$ cat src/rtl/uart_pkg.sv
// Shared definitions for the UART receiver: FSM state encoding and bit-timing math.
// The PARITY state exists only when UART_RX_PARITY_EN is defined.
package uart_pkg;

    typedef enum logic [2:0] {
        ST_IDLE,
        ST_START,
        ST_DATA,
`ifdef UART_RX_PARITY_EN
        ST_PARITY,
`endif
        ST_STOP,
        ST_WAIT_IDLE
    } rx_state_e;

    // One bit lasts calc_bit_div()+1 clocks.
    function automatic int calc_bit_div(input int clk_hz, input int baud);
        return (clk_hz / baud) - 1;
    endfunction

    function automatic int calc_half_div(input int bit_div);
        return bit_div / 2;
    endfunction

endpackage

$ cat src/rtl/uart_rx_fifo.sv
// Power-of-two receive FIFO with wrap-around pointers, occupancy count and
// an overrun pulse when a push is refused because the buffer is full.
module uart_rx_fifo
    import uart_pkg::*;
#(
    parameter int WIDTH = 8,
    parameter int DEPTH = 4
) (
    input  logic                     clk,
    input  logic                     nRst,
    input  logic                     push_i,
    input  logic [WIDTH-1:0]         data_i,
    input  logic                     pop_i,
    output logic [WIDTH-1:0]         data_o,
    output logic                     valid_o,
    output logic [$clog2(DEPTH):0]   count_o,
    output logic                     overrun_o
);

    localparam int AW = $clog2(DEPTH);
    localparam int CW = AW + 1;

    logic [WIDTH-1:0] mem_q [DEPTH];
    logic [AW-1:0]    wr_ptr_q;
    logic [AW-1:0]    rd_ptr_q;
    logic [CW-1:0]    count_q;
    logic             overrun_q;
    logic             empty;
    logic             full;
    logic             do_push;
    logic             do_pop;

    assign empty   = (count_q == '0);
    assign full    = (count_q == CW'(DEPTH));
    assign do_pop  = pop_i & ~empty;
    // A simultaneous pop frees the slot, so a push into a full FIFO still lands.
    assign do_push = push_i & (~full | do_pop);

    always_ff @(posedge clk or negedge nRst) begin
        if (!nRst) begin
            wr_ptr_q  <= '0;
            rd_ptr_q  <= '0;
            count_q   <= '0;
            overrun_q <= 1'b0;
        end else begin
            if (do_push) begin
                wr_ptr_q <= wr_ptr_q + AW'(1);
            end
            if (do_pop) begin
                rd_ptr_q <= rd_ptr_q + AW'(1);
            end
            case ({do_push, do_pop})
                2'b10:   count_q <= count_q + CW'(1);
                2'b01:   count_q <= count_q - CW'(1);
                default: count_q <= count_q;
            endcase
            overrun_q <= push_i & full & ~do_pop;
        end
    end

    always_ff @(posedge clk) begin
        if (do_push) begin
            mem_q[wr_ptr_q] <= data_i;
        end
    end

    // Storage is not reset; masking the head while empty gives a clean zero output.
    assign data_o    = empty ? '0 : mem_q[rd_ptr_q];
    assign valid_o   = ~empty;
    assign count_o   = count_q;
    assign overrun_o = overrun_q;

endmodule

$ cat src/rtl/uart_rx.sv
// UART receiver: 2-flop synchroniser, mid-bit sampling FSM, framing/parity
// checks and a receive FIFO. Define UART_RX_PARITY_EN to add a parity bit.
module uart_rx
    import uart_pkg::*;
#(
    parameter int CLK_FREQ_HZ = 50000000,
    parameter int BAUD        = 9600,
    parameter int DATA_BITS   = 8,
    parameter int FIFO_DEPTH  = 4,
    parameter int PARITY_ODD  = 0
) (
    input  logic                          clk,
    input  logic                          nRst,
    input  logic                          rx_i,
    output logic [DATA_BITS-1:0]          rx_data_o,
    output logic                          rx_valid_o,
    input  logic                          rx_ready_i,
    output logic                          frame_err_o,
    output logic                          parity_err_o,
    output logic                          overrun_o,
    output logic [$clog2(FIFO_DEPTH):0]   fifo_count_o
);

    localparam int BIT_DIV  = calc_bit_div(CLK_FREQ_HZ, BAUD);
    localparam int HALF_DIV = calc_half_div(BIT_DIV);
    localparam int CNT_W    = (BIT_DIV < 1) ? 1 : $clog2(BIT_DIV + 1);
    localparam int BCNT_W   = $clog2(DATA_BITS);

    localparam logic [CNT_W-1:0]  CNT_BIT   = CNT_W'(BIT_DIV);
    localparam logic [CNT_W-1:0]  CNT_HALF  = CNT_W'(HALF_DIV);
    localparam logic [BCNT_W-1:0] BCNT_LAST = BCNT_W'(DATA_BITS - 1);

    if (DATA_BITS < 5 || DATA_BITS > 9) begin : g_bad_data_bits
        $error("uart_rx: DATA_BITS must be in 5..9");
    end
    if (FIFO_DEPTH < 2 || (FIFO_DEPTH & (FIFO_DEPTH - 1)) != 0) begin : g_bad_depth
        $error("uart_rx: FIFO_DEPTH must be a power of two >= 2");
    end
    if (PARITY_ODD != 0 && PARITY_ODD != 1) begin : g_bad_parity
        $error("uart_rx: PARITY_ODD must be 0 or 1");
    end

    logic [1:0]           sync_q;
    logic                 rx_s;
    rx_state_e            state_q;
    logic [CNT_W-1:0]     cnt_q;
    logic [BCNT_W-1:0]    bit_cnt_q;
    logic [DATA_BITS-1:0] shift_q;
    logic                 frame_err_q;
    logic                 bit_tick;
    logic                 par_bad;
    logic                 push;

`ifdef UART_RX_PARITY_EN
    localparam logic PAR_INV = 1'(PARITY_ODD);
    logic par_bad_q;
    logic parity_err_q;
    assign par_bad      = par_bad_q;
    assign parity_err_o = parity_err_q;
`else
    assign par_bad      = 1'b0;
    assign parity_err_o = 1'b0;
`endif

    always_ff @(posedge clk or negedge nRst) begin
        if (!nRst) begin
            sync_q <= 2'b11;
        end else begin
            sync_q <= {sync_q[0], rx_i};
        end
    end

    assign rx_s     = sync_q[1];
    assign bit_tick = (cnt_q == CNT_BIT);
    // Push decodes the stop-bit sample directly so the FIFO writes on that same edge.
    assign push     = (state_q == ST_STOP) & bit_tick & rx_s & ~par_bad;

    always_ff @(posedge clk or negedge nRst) begin
        if (!nRst) begin
            state_q      <= ST_IDLE;
            cnt_q        <= '0;
            bit_cnt_q    <= '0;
            shift_q      <= '0;
            frame_err_q  <= 1'b0;
`ifdef UART_RX_PARITY_EN
            par_bad_q    <= 1'b0;
            parity_err_q <= 1'b0;
`endif
        end else begin
            frame_err_q  <= 1'b0;
`ifdef UART_RX_PARITY_EN
            parity_err_q <= 1'b0;
`endif
            case (state_q)
                ST_IDLE: begin
                    cnt_q     <= '0;
                    bit_cnt_q <= '0;
`ifdef UART_RX_PARITY_EN
                    par_bad_q <= 1'b0;
`endif
                    if (!rx_s) begin
                        state_q <= ST_START;
                    end
                end
                ST_START: begin
                    if (cnt_q == CNT_HALF) begin
                        cnt_q   <= '0;
                        state_q <= rx_s ? ST_IDLE : ST_DATA;
                    end else begin
                        cnt_q <= cnt_q + CNT_W'(1);
                    end
                end
                ST_DATA: begin
                    if (bit_tick) begin
                        cnt_q   <= '0;
                        shift_q <= {rx_s, shift_q[DATA_BITS-1:1]};
                        if (bit_cnt_q == BCNT_LAST) begin
                            bit_cnt_q <= '0;
`ifdef UART_RX_PARITY_EN
                            state_q   <= ST_PARITY;
`else
                            state_q   <= ST_STOP;
`endif
                        end else begin
                            bit_cnt_q <= bit_cnt_q + BCNT_W'(1);
                        end
                    end else begin
                        cnt_q <= cnt_q + CNT_W'(1);
                    end
                end
`ifdef UART_RX_PARITY_EN
                ST_PARITY: begin
                    if (bit_tick) begin
                        cnt_q     <= '0;
                        par_bad_q <= rx_s ^ (^shift_q) ^ PAR_INV;
                        state_q   <= ST_STOP;
                    end else begin
                        cnt_q <= cnt_q + CNT_W'(1);
                    end
                end
`endif
                ST_STOP: begin
                    if (bit_tick) begin
                        cnt_q <= '0;
                        if (!rx_s) begin
                            frame_err_q <= 1'b1;
                            state_q     <= ST_WAIT_IDLE;
                        end else begin
`ifdef UART_RX_PARITY_EN
                            parity_err_q <= par_bad_q;
`endif
                            state_q <= ST_IDLE;
                        end
                    end else begin
                        cnt_q <= cnt_q + CNT_W'(1);
                    end
                end
                ST_WAIT_IDLE: begin
                    // A held-low line (break) must return high before a new start is accepted.
                    cnt_q <= '0;
                    if (rx_s) begin
                        state_q <= ST_IDLE;
                    end
                end
                default: begin
                    cnt_q   <= '0;
                    state_q <= ST_IDLE;
                end
            endcase
        end
    end

    assign frame_err_o = frame_err_q;

    uart_rx_fifo #(
        .WIDTH (DATA_BITS),
        .DEPTH (FIFO_DEPTH)
    ) u_fifo (
        .clk       (clk),
        .nRst      (nRst),
        .push_i    (push),
        .data_i    (shift_q),
        .pop_i     (rx_ready_i),
        .data_o    (rx_data_o),
        .valid_o   (rx_valid_o),
        .count_o   (fifo_count_o),
        .overrun_o (overrun_o)
    );

endmodule

$ cat config.mk
export PLATFORM = sky130hd
export DESIGN_NAME = uart_rx
export DESIGN_NICKNAME = d
export VERILOG_FILES = /design/src/rtl/uart_pkg.sv /design/src/rtl/uart_rx_fifo.sv /design/src/rtl/uart_rx.sv
export SDC_FILE = /design/constraint.sdc
export NUM_CORES = 1
export LEC_CHECK = 0
export ABC_AREA = 1
export BUFFER_PORTS_ARGS = -buffer_cell sky130_fd_sc_hd__buf_2
export CAP_MARGIN = 20
export CORE_MARGIN = 8
export CORE_UTILIZATION = 48
export DETAILED_ROUTE_END_ITERATION = 6
export GPL_TIMING_DRIVEN = 0
export PLACE_DENSITY = 0.73
export SYNTH_ARGS = -nofsm -noshare
export SYNTH_HDL_FRONTEND = slang
export SYNTH_SLANG_ARGS = --single-unit
$ cat constraint.sdc
create_clock -name clk -period 3.9 [get_ports clk]
set_input_delay 0.195 -clock clk [delete_from_list [all_inputs] [get_ports clk]]
set_output_delay 0.195 -clock clk [all_outputs]
set_load 0.01 [all_outputs]
==> flow_summary.yaml, run 1 <==
critical_path:
  critPathArrivalTime_ns: 2.24
  crit_buf_inv: 1
  critPathCaptureType: "register"
  worstPathCellList: "ha_1 > nand2_2 > nor2_2 > nand3_4 > inv_4 > nand3_4 > nor2_1"
  slowest_stage: "nor2_1"
  path_class: "register to register"
  worst_ep_required_time_ns: 3.87
  critical_path.top_delay_family: "simple AND/OR/NAND/NOR gates"
  critPathMostFrequentCell: "nand3_4"
  start_kind: "register"
  critical_path.max_fanout: 8
  cpPeakStageDelay_ns: 0.68
logic_synthesis:
  synth_xor_area_frac: 0.0241
  synthSimpleGateAreaFrac: 0.248
  syn_nets: 355
  synthTopCellsByArea: "edfxtp_1, dfrtp_1, nor2_1"
  synthArstFlopShare: 0.543
  postSynthAreaPerCell_um2: 9.55
  synth_area_leader_cell: "edfxtp_1"
  yosys_warnings: 0
  ys.flop_type: "dfrtp_1"
  synth_top_family_by_area: "simple AND/OR/NAND/NOR gates"
  ys_seq_area_frac: 0.586
  synth_area_um2: 3270
  synth.distinct_cells: 32
  synthMuxAreaShare: 0
  synth_common_cells: "nor2_1, nand2_1, dfrtp_1"
  synthAdderAreaFrac: 0.0368
  synth_top_area_share: 0.294
  ys_ff_latch: 70
  synth_cells: 342
  synth_compound_area_frac: 0.0506
  synth-edff-count: 32
  synth.most_common_cell: "nor2_1"
timing:
  maxSlewHeadroom: 0.424
  fmax_ghz: 0.441
  setup_violations: 0
  min_period_over_period: 0.581
  min_period_ns: 2.27
  rsz0062_at_grt: "false"
  tightest_slew_ns: 0.860
  tns_ns: 0
  final_max_slew_viol_count: 0
  hold_viol: 0
  finalClockSkew_ns: 0.0128
pwr:
  swShare: 0.343
  max-vdd-ir-drop_mv: 0.190
  combPwrFrac: 0.258
  p_clk_frac: 0.297
  seq_power_share: 0.445
  power_density_nw_per_um2: 507
  internal-power_mw: 1.22
  p_sw_mw: 0.637
  leakage_nw: 1.71
grt:
  antenna_found_initial: 0
  grt_pass1_wl_um: 10700
  grt_max_degree: 39
  track_usage: 0.137
  first_global_vias: 2327
  grt.overflow.total: 0
finish:
  synthToLayoutAreaGrowth_pct: 12.0
  fill_cells: 596
  final_area_um2: 3660
  drive_gt1_frac: 0.164
  fin_util: 0.548
  antennaDiodeCount: 0
  multi_input_area_um2: 1180
  nets: 385
  seq_area_um2: 1910
floorplan:
  core_um2: 6680
  initial_core_util: 0.489
  num_rows: 30
  die_area_um2: 9700
  ioPinCount: 19
  die_h_um: 98.5
  chipWidth_um: 98.5
clock_tree:
  clk_latency_ns: 0.35
  cts_tree: "yes"
  clock_sinks: 70
  htree_levels: 3
  ctsRootBufferMaster: "clkbuf_8"
  cts_resized: 0
  clock_path_buffers: 2
  path_clk_slew_ns: 0.08
  cts_buffers: 9
routing:
  via_count: 2305
  wl_um: 6200
  first_pass_iters: 4
  detail_route.iter0.violations: 144
  remaining_drc_errors: 0
  wl_per_cell_um: 13.6
  postRouteAntennaNets: 0
  via_per_inst: 5.04
placed_design:
  dp_hpwl_um: 4230
  post_dp_cell_area_um2: 3450
  port_buffers: 17
  routabilityCongestion: 0.824
hold_path:
  hold_path.class: "input pin to register"
run_status:
  outcome: "complete, no violations"
run:
  drv_cap: 0
-- state kept, by name, indices dropped and copies added, names as in the netlist --
signal            cells
u_fifo.mem_q         32
bit_cnt_q             3
u_fifo.count_o        3
u_fifo.rd_ptr_q       2
u_fifo.overrun_o      1
shift_q               8
state_q               3
frame_err_o           1
u_fifo.wr_ptr_q       2
cnt_q                13
sync_q                2
-- cells in the final DEF (no fill, tap or decap), types with 5 or more instances in the layout --
master / count
a21oi_1: 10
buf_2: 20
clkbuf_8: 9
dfrtp_1: 36
edfxtp_1: 32
ha_1: 8
inv_1: 26
inv_2: 6
nand2_1: 66
nand3_1: 21
nand4_1: 6
nor2_1: 67
nor2_2: 5
o21ai_0: 20
xor2_1: 6
-- cells by family (layout without fill, tap and decap cells) --
kind of cell    count (synthesis)  after routing
xor+xnor                        9              9
buf+inv                        41             76
flops                          70             70
fa+ha+maj                       9              9
compound gates                 33             33
simple gates                  179            179
other cells                     1              1
-- metal layers --
layer | track usage | share of wire
met1 | 0.153 | 0.45
met2 | 0.239 | 0.50
met3 | 0.0409 | 0.040
met4 | 0.0579 | 0.011
met5 | 0 | 0
-- final timing paths --
| kind | startpoint | end | slack, ns | cells past startpoint |
|---|---|---|---|---|
| worst min-delay path | rx_ready_i | u_fifo.rd_ptr_q[1]$_DFFE_PN0P_ | 0.28 | 5 |
| worst min register to register | sync_q[0]$_DFF_PN1_ | sync_q[1]$_DFF_PN1_ | 0.36 | 0 |
| worst max-delay path | cnt_q[0]$_DFF_PN0_ | u_fifo.mem_q[0][6]$_DFFE_PP_ | 1.63 | 7 |
| worst max register to register | cnt_q[0]$_DFF_PN0_ | u_fifo.mem_q[0][6]$_DFFE_PP_ | 1.63 | 7 |
| max in group asynchronous | nRst | u_fifo.wr_ptr_q[1]$_DFFE_PN0P_ | 2.88 | 2 |
| min in group asynchronous | nRst | shift_q[2]$_DFFE_PN0P_ | 0.48 | 2 |
-- metrics by stage --
step           std cells  setup slack [ns]  hold WS [ns]  power [mW]
2_1_floorplan        342              1.83        -0.101        1.15
3_5_place_dp         439              1.62         0.302        1.33
3_3_place_gp         439              1.68         0.301        1.31
5_1_grt              457              1.46         0.312        1.96
6_report             457              1.63         0.283        1.86
4_1_cts              457              1.61         0.269        1.87
-- tightest hold or removal path: cells and delay by family --
family / cells / cell delay [ns]
AND/OR/NAND/NOR: 2 / 0.17
XOR/XNOR: 1 / 0.06
buffers and inverters: 2 / 0.17
-- repair_timing --
action | 4_1_cts | 5_1_grt
hold buffers | 2 | 0
setup buffers | 0 | 0
endpoints found under the hold margin | 37 | 0
-- power by group through the flow --
stage,combinational [mW],sequential (mW),clock [mW]
after floorplan,0.309,0.844,0
after global placement,0.466,0.839,0
after detailed placement,0.485,0.841,0
after CTS,0.487,0.826,0.562
after global routing,0.536,0.830,0.593
final,0.479,0.825,0.551
-- final cells by class --
cell class | count | share of cell area
timing repair buffer | 19 | 0.0287
clock buffer | 9 | 0.0339
tap | 80 | 0.0274
inverter | 35 | 0.0366
clock inverter | 7 | 0.0171
buffer | 6 | 0.0113
sequential | 70 | 0.523
multi-input combinational | 231 | 0.322
Power figures use the tool's default switching activity.
==> run 2: changes to the inputs <==
--- a/config.mk
+++ b/config.mk
@@ -12,7 +12,7 @@
 export CORE_UTILIZATION = 48
 export DETAILED_ROUTE_END_ITERATION = 6
 export GPL_TIMING_DRIVEN = 0
-export PLACE_DENSITY = 0.73
+export PLACE_DENSITY = 0.76
 export SYNTH_ARGS = -nofsm -noshare
 export SYNTH_HDL_FRONTEND = slang
 export SYNTH_SLANG_ARGS = --single-unit
==> constraint.sdc (replaced) <==
create_clock -name clk -period 1.9 [get_ports clk]
set_input_delay 0.095 -clock clk [delete_from_list [all_inputs] [get_ports clk]]
set_output_delay 0.095 -clock clk [all_outputs]
set_load 0.01 [all_outputs]
==> flow_summary.yaml, run 2 (same netlist as run 1, synthesis figures left out) <==
critical_path:
  start_kind: "register"
  critical_path.top_delay_family: "adder cells"
  crit_start: "cnt_q[1]$_DFF_PN0_"
  ff2ff_path_depth: 12
  reg2reg_setup_slack_ns: -0.04
  critical_path.max_fanout: 4
  rr_endpoint: "u_fifo.count_o[2]$_DFFE_PN0P_"
  crit_buf_inv: 2
  critPathArrivalTime_ns: 2.16
  critPathCaptureType: "register"
  worst_ep_required_time_ns: 2.13
  slowest_stage: "dfrtp_1"
  r2r-start: "cnt_q[1]$_DFF_PN0_"
  cpPeakStageDelay_ns: 0.41
  path_class: "register to register"
  worstPathCellList: "ha_4 > nand2_4 > nor2_4 > nand3_4 > inv_4 > nand3_4 > ha_4 > inv_4 > fa_2 > a21oi_2 > o21ai_1 > xnor2_1"
floorplan:
  chipWidth_um: 98.5
  initial_core_util: 0.489
  num_rows: 30
  die_area_um2: 9700
  core_um2: 6680
  die_h_um: 98.5
  ioPinCount: 19
finish:
  finalNonFillerCells: 471
  synthToLayoutAreaGrowth_pct: 19.3
  drive_gt1_frac: 0.251
  final_common_cell: "nand2_1"
  nets: 399
  layout_common_cells: "nand2_1, nor2_1, edfxtp_1"
  largest_reg_flops: 32
  antennaDiodeCount: 0
  top_register: "u_fifo.mem_q"
  reg.largest.list: "u_fifo.mem_q x32, cnt_q x13, shift_q x8"
  fill_cells: 539
timing:
  maxSlewHeadroom: 0.433
  rsz0062_at_grt: "true"
  fmax_ghz: 0.517
  layout_setup_ws_ns: -0.0352
  min_period_ns: 1.94
  whs_ns: 0.196
  final_max_slew_viol_count: 0
  setup_violations: 1
  finalClockSkew_ns: 0.00690
  hold_viol: 0
  min_period_over_period: 1.02
  tightest_slew_ns: 0.851
  tns_ns: -0.0352
grt:
  grt_max_degree: 39
  grt_pass1_wl_um: 10600
  grt.overflow.total: 0
  antenna_found_initial: 0
  first_global_vias: 2341
  track_usage: 0.138
run_status:
  outcome: "complete, but fails checks"
  violations: "negative setup slack"
hold_path:
  hold_path_end: "u_fifo.rd_ptr_q[0]$_DFFE_PN0P_"
  hold_path.class: "input pin to register"
  hp-start: "rx_ready_i"
  hold_depth: 4
pwr:
  seq_power_share: 0.416
  internal-power_mw: 2.82
  max-vdd-ir-drop_mv: 0.446
  leakage_nw: 1.79
  p_sw_mw: 1.26
  swShare: 0.309
  total_power_mw: 4.08
  power_density_nw_per_um2: 1050
  p_clk_frac: 0.317
  combPwrFrac: 0.267
clock_tree:
  clock_sinks: 70
  cts_tree: "yes"
  clock_path_buffers: 2
  cts_buffers: 9
  clk_latency_ns: 0.34
  path_clk_slew_ns: 0.07
  ctsRootBufferMaster: "clkbuf_8"
  htree_levels: 3
routing:
  postRouteAntennaNets: 0
  wl_per_cell_um: 13.4
  first_pass_iters: 4
  via_per_inst: 5.05
  wl_um: 6310
  remaining_drc_errors: 0
  via_count: 2377
  detail_route.iter0.violations: 122
placed_design:
  port_buffers: 17
  place_ws_ns: -0.292
  placed_cells: 439
  routabilityCongestion: 0.835
  dp_hpwl_um: 4210
run:
  drv_cap: 0
-- run 2: changes by cell type in the layout (fill, tap and decap cells not counted), sizes merged --
cell      delta
clkbuf       +1
inv          -4
clkinvlp     +2
buf         +13
bufinv       +2
-- run 2: metal layers --
| layer | GRT usage | vias to the layer above | routed length [um] |
|---|---|---|---|
| li1 | - | 1207 | - |
| met1 | 0.149 | 1122 | 2730 |
| met2 | 0.241 | 40 | 3230 |
| met3 | 0.0444 | 8 | 256 |
| met4 | 0.0638 | 0 | 91 |
| met5 | 0 | - | 0 |
-- run 2: power by group through the flow --
| stage | Sequential (mW) | Combinational, mW | Clock (mW) |
|---|---|---|---|
| after floorplan | 1.73 | 0.658 | 0 |
| after global placement | 1.72 | 0.971 | 0 |
| after detailed placement | 1.72 | 1.00 | 0 |
| after CTS | 1.69 | 1.04 | 1.32 |
| after global routing | 1.71 | 1.23 | 1.39 |
| final | 1.70 | 1.09 | 1.29 |
-- run 2: what timing repair did --
action / in CTS / in global routing
buffers inserted: 10 / 4
hold buffers: 2 / 0
setup endpoints to repair: 41 / 26
hold endpoints to repair: 37 / 0
cloned: 0 / 1
gates resized for setup: 11 / 16
pin swaps: 8 / 5
-- run 2: final cells by class --
cell class	instances	area [um^2]	area share
sequential	70	1920	0.493
multi-input combinational	231	1260	0.325
timing repair buffer	33	210	0.0539
inverter	35	140	0.0360
clock buffer	10	128	0.0327
tap	80	100	0.0257
clock inverter	6	86.3	0.0222
buffer	5	42.5	0.0109
timing repair inverter	1	5.00	0.00128
-- run 2: through the flow --
stage | cell area, um^2 | util
final | 3900 | 0.583
after global routing | 3900 | 0.583
after CTS | 3830 | 0.573
after detailed placement | 3490 | 0.522
after global placement | 3490 | 0.522
after floorplan | 3300 | -
-- run 2: worst max path at each step --
stage               slack, ns                       endpoint  cells after the start
floorplan              -0.007  u_fifo.count_o[2]$_DFFE_PN0P_                     12
global placement        -0.25   u_fifo.mem_q[0][1]$_DFFE_PP_                      7
detailed placement      -0.29   u_fifo.mem_q[3][3]$_DFFE_PP_                      7
CTS                     -0.05  u_fifo.count_o[2]$_DFFE_PN0P_                     12
global route            -0.13  u_fifo.count_o[2]$_DFFE_PN0P_                     12
finish                  -0.04  u_fifo.count_o[2]$_DFFE_PN0P_                     12
-- run 2: worst min-delay path, stage by stage --
cell	delay, ns
buf_2	0.09
inv_1	0.06
nor2_1	0.10
xor2_1	0.14
==> run 3: changes to the inputs <==
--- a/config.mk
+++ b/config.mk
@@ -9,10 +9,10 @@
 export BUFFER_PORTS_ARGS = -buffer_cell sky130_fd_sc_hd__buf_2
 export CAP_MARGIN = 20
 export CORE_MARGIN = 8
-export CORE_UTILIZATION = 48
+export CORE_UTILIZATION = 36
 export DETAILED_ROUTE_END_ITERATION = 6
 export GPL_TIMING_DRIVEN = 0
-export PLACE_DENSITY = 0.76
+export PLACE_DENSITY = 0.62
 export SYNTH_ARGS = -nofsm -noshare
 export SYNTH_HDL_FRONTEND = slang
 export SYNTH_SLANG_ARGS = --single-unit
==> flow_summary.yaml, run 3 (same netlist as run 1, synthesis figures left out) <==
pwr:
  power_density_nw_per_um2: 1000
  seq_power_share: 0.421
  p_clk_frac: 0.291
  internal-power_mw: 2.63
  leakage_nw: 1.82
  swShare: 0.342
  combPwrFrac: 0.288
  max-vdd-ir-drop_mv: 0.433
  p_sw_mw: 1.37
  total_power_mw: 4.00
routing:
  first_pass_iters: 4
  via_per_inst: 4.65
  wl_um: 6510
  via_count: 2364
  remaining_drc_errors: 0
  wl_per_cell_um: 12.8
  postRouteAntennaNets: 0
  detail_route.iter0.violations: 66
timing:
  rsz0062_at_grt: "true"
  setup_violations: 1
  min_period_over_period: 1.01
  tightest_slew_ns: 0.865
  hold_viol: 0
  layout_setup_ws_ns: -0.0151
  tns_ns: -0.0151
  finalClockSkew_ns: 0.0171
  min_period_ns: 1.92
  maxSlewHeadroom: 0.424
  final_max_slew_viol_count: 0
  fmax_ghz: 0.522
critical_path:
  rr_endpoint: "u_fifo.count_o[2]$_DFFE_PN0P_"
  r2r-start: "cnt_q[0]$_DFF_PN0_"
  ff2ff_path_depth: 12
  cpPeakStageDelay_ns: 0.42
  critPathArrivalTime_ns: 2.15
  slowest_stage: "dfrtp_1"
  critPathCaptureType: "register"
  start_kind: "register"
  critical_path.max_fanout: 5
  path_class: "register to register"
  reg2reg_setup_slack_ns: -0.02
  worst_ep_required_time_ns: 2.14
  worstPathCellList: "ha_4 > nand2_4 > nor2_4 > nand3_4 > inv_4 > nand3_4 > ha_4 > inv_4 > fa_2 > a21oi_2 > o21ai_1 > xnor2_1"
floorplan:
  initial_core_util: 0.373
  core_um2: 8760
  ioPinCount: 19
  num_rows: 34
  die_h_um: 111
  chipWidth_um: 111
  die_area_um2: 12400
grt:
  track_usage: 0.108
  grt_pass1_wl_um: 10800
  grt_max_degree: 39
  first_global_vias: 2282
  antenna_found_initial: 0
  grt.overflow.total: 0
finish:
  synthToLayoutAreaGrowth_pct: 21.9
  finalNonFillerCells: 508
  fill_cells: 837
  antennaDiodeCount: 0
  top_register: "u_fifo.mem_q"
  drive_gt1_frac: 0.260
  largest_reg_flops: 32
  final_common_cell: "nand2_1"
  nets: 408
  reg.largest.list: "u_fifo.mem_q x32, cnt_q x13, shift_q x8"
  layout_common_cells: "nand2_1, nor2_1, dfrtp_1"
clock_tree:
  path_clk_slew_ns: 0.09
  cts_buffers: 9
  clk_latency_ns: 0.36
  clock_path_buffers: 2
  ctsRootBufferMaster: "clkbuf_8"
  clock_sinks: 70
  cts_tree: "yes"
  htree_levels: 3
hold_path:
  hold_path.class: "input pin to register"
  hold_path_end: "u_fifo.rd_ptr_q[1]$_DFFE_PN0P_"
  hold_depth: 5
  hp-start: "rx_ready_i"
placed_design:
  dp_hpwl_um: 4280
  routabilityCongestion: 0.832
  port_buffers: 17
  placed_cells: 467
run_status:
  violations: "negative setup slack"
  outcome: "complete, but fails checks"
run:
  drv_cap: 0
==> run 3: changes by cell type in the layout (fill, tap and decap cells not counted), sizes merged <==
cell	before	now
inv	33	38
buf	35	43
clkinv	4	1
clkinvlp	3	4
bufinv	2	0
==> run 3: worst max-delay path: cells and delay by family (launching register included) <==
kind            cells  cell delay, ns
xor+xnor            1            0.13
compound gates      2            0.22
fa+ha+maj           3            0.67
flops               1            0.42
simple gates        4            0.28
buf+inv             2            0.07
==> run 3: power by group through the flow <==
stage,registers (mW),logic [mW],clock network (mW)
after global routing,1.69,1.32,1.27
final,1.68,1.15,1.16
after detailed placement,1.72,1.01,0
after global placement,1.72,0.985,0
after CTS,1.70,1.05,1.20
after floorplan,1.73,0.658,0
==> run 3: through the flow <==
step	hold slack [ns]	utilization	setup slack, ns	instance area (um^2)
finish	0.176	0.455	-0.0151	3980
global route	0.185	0.455	-0.122	3980
CTS	0.160	0.440	-0.0643	3860
detailed placement	0.201	0.402	-0.333	3520
global placement	0.200	0.402	-0.267	3520
floorplan	-0.201	-	-0.00745	3300
==> run 3: worst max path at each step <==
stage / start / end / slack (ns) / depth (start not counted)
after floorplan: cnt_q[0]$_DFF_PN0_ / u_fifo.count_o[2]$_DFFE_PN0P_ / -0.007 / 12
after global placement: cnt_q[0]$_DFF_PN0_ / u_fifo.mem_q[0][2]$_DFFE_PP_ / -0.27 / 7
after detailed placement: cnt_q[0]$_DFF_PN0_ / u_fifo.mem_q[0][2]$_DFFE_PP_ / -0.33 / 7
after CTS: cnt_q[1]$_DFF_PN0_ / u_fifo.count_o[2]$_DFFE_PN0P_ / -0.06 / 12
after global routing: cnt_q[0]$_DFF_PN0_ / u_fifo.count_o[2]$_DFFE_PN0P_ / -0.12 / 12
final: cnt_q[0]$_DFF_PN0_ / u_fifo.count_o[2]$_DFFE_PN0P_ / -0.02 / 12
==> run 3: area by class of cell <==
class                   count  area [um^2]  area share
inverters                  35          140      0.0352
clock buffers               9          124      0.0311
well taps                 108          135      0.0339
multi-input cells         231         1270       0.319
clock inverters             7         63.8      0.0160
repair inverters            1         5.00     0.00126
repair buffers             42          278      0.0697
flip-flops and latches     70         1920       0.481
plain buffers               5         48.8      0.0122
==> run 3: routing by layer <==
layer,up-vias,global-route usage,wire [um]
li1,1225,-,-
met1,1105,0.117,2870
met2,24,0.189,3320
met3,10,0.0395,227
met4,0,0.0400,94
met5,-,0,0
==> run 3: repair_timing <==
| item | 4_1_cts | 5_1_grt |
|---|---|---|
| pin swaps | 9 | 8 |
| buffers inserted | 13 | 10 |
| setup endpoints to repair | 42 | 26 |
| resized for setup | 10 | 16 |
| cloned | 0 | 1 |
| hold buffers | 2 | 0 |
| endpoints found under the hold margin | 37 | 0 |
